--- config.mk ---
export PLATFORM = sky130hd
export DESIGN_NAME = dac_spi
export DESIGN_NICKNAME = d
export VERILOG_FILES = /design/src/rtl/dac_spi.sv
export SDC_FILE = /design/constraint.sdc
export NUM_CORES = 1
export LEC_CHECK = 0
export ABC_CLOCK_PERIOD_IN_PS = 3600
export BUFFER_PORTS_ARGS = -buffer_cell sky130_fd_sc_hd__buf_2
export CORE_MARGIN = 2
export CORE_UTILIZATION = 61
export CTS_CLUSTER_DIAMETER = 60
export CTS_CLUSTER_SIZE = 25
export DETAILED_ROUTE_END_ITERATION = 6
export HOLD_SLACK_MARGIN = 0.05
export PLACE_DENSITY = 0.81
export SLEW_MARGIN = 20
export SYNTH_ARGS = -nofsm -noshare
export SYNTH_HDL_FRONTEND = slang
export SYNTH_SLANG_ARGS = --single-unit
export TNS_END_PERCENT = 20
--- constraint.sdc ---
create_clock -name CLK50MHZ -period 3.6 [get_ports CLK50MHZ]
set_clock_uncertainty 0.2 [all_clocks]
set_input_delay 0.72 -clock CLK50MHZ [delete_from_list [all_inputs] [get_ports CLK50MHZ]]
set_output_delay 0.72 -clock CLK50MHZ [all_outputs]
set_load 0.01 [all_outputs]
--- src/rtl/dac_spi.sv ---
// rtl/dac_spi.sv - LTC2624 quad DAC SPI transmitter, 32-bit MSB-first frame with CS framing
module dac_spi #(
    parameter int HALF_PERIOD = 2
) (
    input  logic        CLK50MHZ,
    input  logic        RST,
    input  logic [11:0] data,
    input  logic [3:0]  address,
    input  logic [3:0]  command,
    input  logic        dactrig,
    output logic        dacdone,
    output logic        busy,
    output logic        spi_mosi,
    output logic        spi_sck,
    output logic        dac_cs,
    output logic        dac_clr
);

    // A one-cycle half period still needs a 1-bit counter to keep the vector legal.
    localparam int CW = (HALF_PERIOD > 1) ? $clog2(HALF_PERIOD) : 1;
    localparam logic [CW-1:0] HP_LAST = CW'(HALF_PERIOD - 1);

    typedef enum logic [1:0] {IDLE, SHIFT, HOLD, DONE} state_t;

    state_t         state, state_n;
    logic [31:0]    shreg, shreg_n;
    logic [4:0]     bitcnt, bitcnt_n;
    logic [CW-1:0]  hcnt, hcnt_n;
    logic           sck_n, cs_n, done_n, busy_n;
    logic           hp_end;
    logic [31:0]    frame;

    assign frame    = {8'h00, command, address, data, 4'h0};
    assign hp_end   = (hcnt == HP_LAST);
    // MOSI is taken straight from the shift register's top flop.
    assign spi_mosi = shreg[31];

    always_ff @(posedge CLK50MHZ or posedge RST) begin
        if (RST) begin
            state   <= IDLE;
            shreg   <= 32'h0;
            bitcnt  <= 5'd0;
            hcnt    <= '0;
            spi_sck <= 1'b0;
            dac_cs  <= 1'b1;
            dacdone <= 1'b0;
            busy    <= 1'b0;
        end else begin
            state   <= state_n;
            shreg   <= shreg_n;
            bitcnt  <= bitcnt_n;
            hcnt    <= hcnt_n;
            spi_sck <= sck_n;
            dac_cs  <= cs_n;
            dacdone <= done_n;
            busy    <= busy_n;
        end
    end

    always_ff @(posedge CLK50MHZ or posedge RST) begin
        if (RST) dac_clr <= 1'b0;
        else     dac_clr <= 1'b1;
    end

    always_comb begin
        state_n  = state;
        shreg_n  = shreg;
        bitcnt_n = bitcnt;
        hcnt_n   = hcnt;
        sck_n    = spi_sck;
        cs_n     = dac_cs;
        done_n   = dacdone;
        busy_n   = busy;
        case (state)
            IDLE: begin
                if (dactrig) begin
                    shreg_n  = frame;
                    cs_n     = 1'b0;
                    busy_n   = 1'b1;
                    bitcnt_n = 5'd0;
                    hcnt_n   = '0;
                    sck_n    = 1'b0;
                    state_n  = SHIFT;
                end
            end
            SHIFT: begin
                if (hp_end) begin
                    hcnt_n = '0;
                    if (!spi_sck) begin
                        sck_n = 1'b1;
                    end else begin
                        sck_n = 1'b0;
                        // Bit 31 stays on MOSI through HOLD.
                        if (bitcnt == 5'd31) begin
                            state_n = HOLD;
                        end else begin
                            bitcnt_n = bitcnt + 5'd1;
                            shreg_n  = {shreg[30:0], 1'b0};
                        end
                    end
                end else begin
                    hcnt_n = hcnt + 1'b1;
                end
            end
            HOLD: begin
                if (hp_end) begin
                    hcnt_n  = '0;
                    cs_n    = 1'b1;
                    done_n  = 1'b1;
                    state_n = DONE;
                end else begin
                    hcnt_n = hcnt + 1'b1;
                end
            end
            DONE: begin
                done_n  = 1'b0;
                busy_n  = 1'b0;
                state_n = IDLE;
            end
            default: state_n = IDLE;
        endcase
    end

endmodule

* Yosys cells after proc, flatten, opt, wreduce, memory -nomap -nowiden
Index checks and enable logic that the tools add are counted.
** Word-level totals
- Register bits after elaboration :: 45
** Operators by class
- Reductions and logical operators :: 14
- $add $sub $neg :: 2
- Mux-type cells :: 27
- Equality and inequality tests :: 10
** Operator list (count)
- $mux W32 :: 4
- $pmux W32 S2 :: 1
- $mux W5 :: 4
- $ne A2 B2 Y1 const B :: 6
- $mux W2 :: 5
- $pmux W1 S2 :: 5
- $pmux W5 S2 :: 1
- $reduce_and A5 Y1 :: 2
- $reduce_bool A2 Y1 :: 5
- $pmux W2 S4 :: 1
- $mux W1 :: 6
- $reduce_and A2 Y1 :: 3
- $reduce_and A3 Y1 :: 2
- $add A5 B1 Y5 const B :: 1
- $eq A5 B5 Y1 const B :: 1
- $eq A2 B2 Y1 const B :: 2
- $eq A2 B1 Y1 const B :: 1
- $logic_not A2 Y1 :: 1
- $reduce_or A2 Y1 :: 1
- $add A1 B1 Y1 const B :: 1

* Logic depth before layout (Yosys ltp)
- Depth after elaboration :: 5
- Depth in mapped cells :: 7
- Depth with buffers taken out :: 6

* Worst setup path before layout
No wires, ideal clock.
- Path kind :: flip-flop to flip-flop
- Start :: register bitcnt[0]
- End :: register shreg[10]
- Path slack :: 1.256 ns
- Period minus slack after synthesis :: 2.344 ns
- Path buffers :: 1
- Cell stages (with the launch flop) :: 8
- Library setup time :: 0.125 ns
- Data arrival time :: 2.019 ns
- Path through :: dfrtp_1 ha_1 and3_1 ha_1 nand3b_2 a211oi_4 buf_6 mux2_2
** On the way
- Word-level cells in the longest chain between the ends :: 3
** RTL lines
- start, declared :: line 27 : logic [4:0] bitcnt, bitcnt_n;
- start signal, assigned :: line 51 : bitcnt <= bitcnt_n;
- $eq A5 B5 Y1 :: line 94 : if (bitcnt == 5'd31) begin
- $ne A2 B2 Y1 (no source line)
- $reduce_and A5 Y1 (no source line)
- end signal, assigned :: line 50 : shreg <= shreg_n;
- end, declared :: line 26 : logic [31:0] shreg, shreg_n;
Every way passes these cells.
A chain may end at the register's enable or synchronous reset.

* Worst setup path after layout
- Start :: register state[1]
- End :: register shreg[5]
** On the way
- Word-level cells in the longest chain between the ends :: 3
** RTL lines
- start, declared :: line 25 : state_t state, state_n;
- start signal, assigned :: line 49 : state <= state_n;
- $eq A2 B1 Y1 / $logic_not A2 Y1 (equally long branches) :: line 74 : case (state)
- $ne A2 B2 Y1 (no source line) / $reduce_bool A2 Y1 (equally long branches)
- $reduce_and A5 Y1 (no source line)
Parallel ways exist; a longest one is shown, timed or not.

==> results.cfg <==
[setup_path]
worstPathArrival_ps = 2740
crit_required_ps = 3650
cp-start-kind = flip-flop
end_kind = flip-flop
criticalPathCategory = flip-flop to flip-flop
worstPathMaxFanout = 31

[cts]
clock_sinks = 41
clkTransAtPathRegs_ps = 130
cts.repair.resized = 0
clk_path_buf_depth = 2
cts_root_buf = clkbuf_4
hold_buffers = 1
postCtsSetupBuffers = 0
cts_tree = done
cts_made_buffers = 5
htree_levels = 2
clk_latency_ps = 350

[logic_synthesis]
ys_seq_area_share_pct = 49.0
synth_cell_type_count = 35
syn_inst = 175
synth_edf_count = 0
syn_nets = 204
synthFlopType = dfrtp_1
async_flop_share_pct = 100
yosys_warnings = 0
synth-seq-cells = 41
synth_area_um2 = 2090
syn_avg_cell_area_um2 = 12.0

[route]
drc = 0
firstDrtPassIters = 4
drtIter0Drc = 67
drt-vias-per-instance = 5.60
via_count = 1400
drtAntennaViolNets = 0
wirelength_mm = 3.71
wl_per_cell_um = 14.8

[placement]
placed_cells = 241
io_buffer_count = 28
gp_congestion = 0.826
place_ws_ps = 921
dpl.hpwl_mm = 2.55

[layout]
instances_no_fill = 250
areaGrowthSynthToFinish_pct = 12.8
antenna_cells = 0
num-fill-cells = 248
nNetsFinal = 232
drive_gt1_share_pct = 40.2
final_util_pct = 71.4

[sta]
finalWorstSetupSlack_ps = 911
hold_viol = 0
worst-slew-pin-transition_ps = 716
maxSlewHeadroom_pct = 52.2
timing.hold.ws_ps = 299
setup_violations = 0
grt_setup_unrepaired = false
final.min_clock_period_ps = 2690
drv_slew = 0
tns_ps = 0
period_share_pct = 74.7
max_freq_mhz = 372

[global_route]
grt_pass1_vias = 1416
grt_pass1_wl_mm = 6.56
grt_max_degree = 41
grt_use_total_pct = 21.4
antenna_found_initial = 0
gr-total-overflow = 0

[floorplanning]
die_h_um = 62.6
ios = 29
die_w_um = 62.6
core-area_um2 = 3310
dieArea_um2 = 3920
num_rows = 21
start_util_pct = 63.3

[outcome]
status = finished, final reports clean

[power_and_ir_drop]
p_leak_nw = 1.15
max-vdd-ir-drop_mv = 0.323
power_density_nw_per_um2 = 376

[flow_run]
drv_cap = 0

[hold_path]
hp-class = flip-flop to flip-flop
## through the flow
stage / power, mW / cell area [um^2]
6_report: 0.887 / 2360
5_1_grt: 0.917 / 2360
4_1_cts: 0.893 / 2360
3_5_place_dp: 0.518 / 2250
3_3_place_gp: 0.516 / 2250
2_1_floorplan: 0.499 / 2090
## layout by cell type (no fill, tap or decap), types with 2 or more instances in the layout
cell,synthesis,routed
nand2b_1,2,2
nand3b_1,2,2
dfrtp_1,40,40
nand4_1,10,10
o211ai_1,2,2
ha_1,6,6
bufinv_16,0,2
clkbuf_4,0,5
mux2_2,37,37
nor2_1,3,3
a21oi_1,2,2
nand4b_1,2,2
inv_1,16,16
nand3_1,5,5
buf_2,3,28
o21ai_0,15,15
mux2i_1,3,3
buf_4,2,3
nand2_1,3,3
o2bb2ai_1,2,2
## synth_stat cells (2+ instances only)
master	number	area share [%]
ha_1	6	3.6
mux2_2	37	20
buf_2	3	0.72
buf_6	2	1.1
o211ai_1	2	0.72
nand2b_1	2	0.60
nand3b_1	2	0.72
dfrtp_1	40	48
nand4b_1	2	0.84
o2bb2ai_1	2	0.84
mux2i_1	3	1.4
nand3_1	5	1.2
a21oi_1	2	0.48
buf_4	2	0.72
inv_1	16	2.9
o21ai_0	15	3.6
clkbuf_1	3	0.54
nand2_1	3	0.54
nand4_1	10	3.0
nor2_1	3	0.54
## routing by layer
| metal | share of wire (%) | up-vias | global-route usage, % | wire length, um |
|---|---|---|---|---|
| met4 | 0.97 | 0 | 6.67 | 36 |
| met3 | 3.9 | 4 | 5.95 | 146 |
| met1 | 46 | 695 | 28.7 | 1690 |
| li1 | - | 674 | - | - |
| met5 | 0 | - | 0 | 0 |
| met2 | 49 | 27 | 34.0 | 1830 |
## flip-flops by register name, indices dropped and copies added (netlist names)
register and count:
bitcnt 5, busy 1, dac_clr 1, dac_cs 1, dacdone 1, hcnt 1, shreg 28, spi_sck 1
state 2
## critical path: stages (launching register included)
cell,delay [ps]
dfrtp_1,430
inv_1,90
ha_1,620
nor2_1,260
a211oi_4,250
buf_4,360
mux2_2,390
## cell type report
type / count / area, um^2 / share of cell area (%)
flip-flops and latches: 41 / 1030 / 43.5
repair buffers: 32 / 173 / 7.31
well taps: 46 / 57.6 / 2.44
clock buffers: 5 / 37.5 / 1.59
multi-input cells: 107 / 938 / 39.7
inverters: 16 / 60.1 / 2.54
clock inverters: 3 / 68.8 / 2.91
## worst paths after layout
kind / start / endpoint / slack, ps / cells after the start
hold reg to reg: shreg[15]$_DFFE_PP0P_ / shreg[15]$_DFFE_PP0P_ / 300 / 1
setup reg to reg: state[1]$_DFFE_PP0P_ / shreg[5]$_DFFE_PP0P_ / 910 / 6
setup / recovery: state[1]$_DFFE_PP0P_ / shreg[5]$_DFFE_PP0P_ / 910 / 6
max in group asynchronous: RST / dac_cs$_DFFE_PP1P_ / 1980 / 4
min in group asynchronous: RST / dac_clr$_DFF_PP0_ / 560 / 3
hold / removal: shreg[15]$_DFFE_PP0P_ / shreg[15]$_DFFE_PP0P_ / 300 / 1
## where the power goes
group / switching [mW] / internal [mW] / leakage (nW)
clock network: 0.159 / 0.219 / 0.0558
registers: 0.00463 / 0.470 / 0.512
logic: 0.0175 / 0.0181 / 0.587
## cells by family (layout without fill, tap and decap cells)
family / count (synthesis) / count (layout) / synth area share [%]
flops: 41 / 41 / 49.0
simple gates: 32 / 32 / 9.44
mux: 42 / 42 / 22.6
buf+inv: 27 / 56 / 6.15
compound gates: 26 / 26 / 9.02
fa+ha+maj: 6 / 6 / 3.58
other cells: 1 / 1 / 0.179
(Power assumes the default switching activity.)
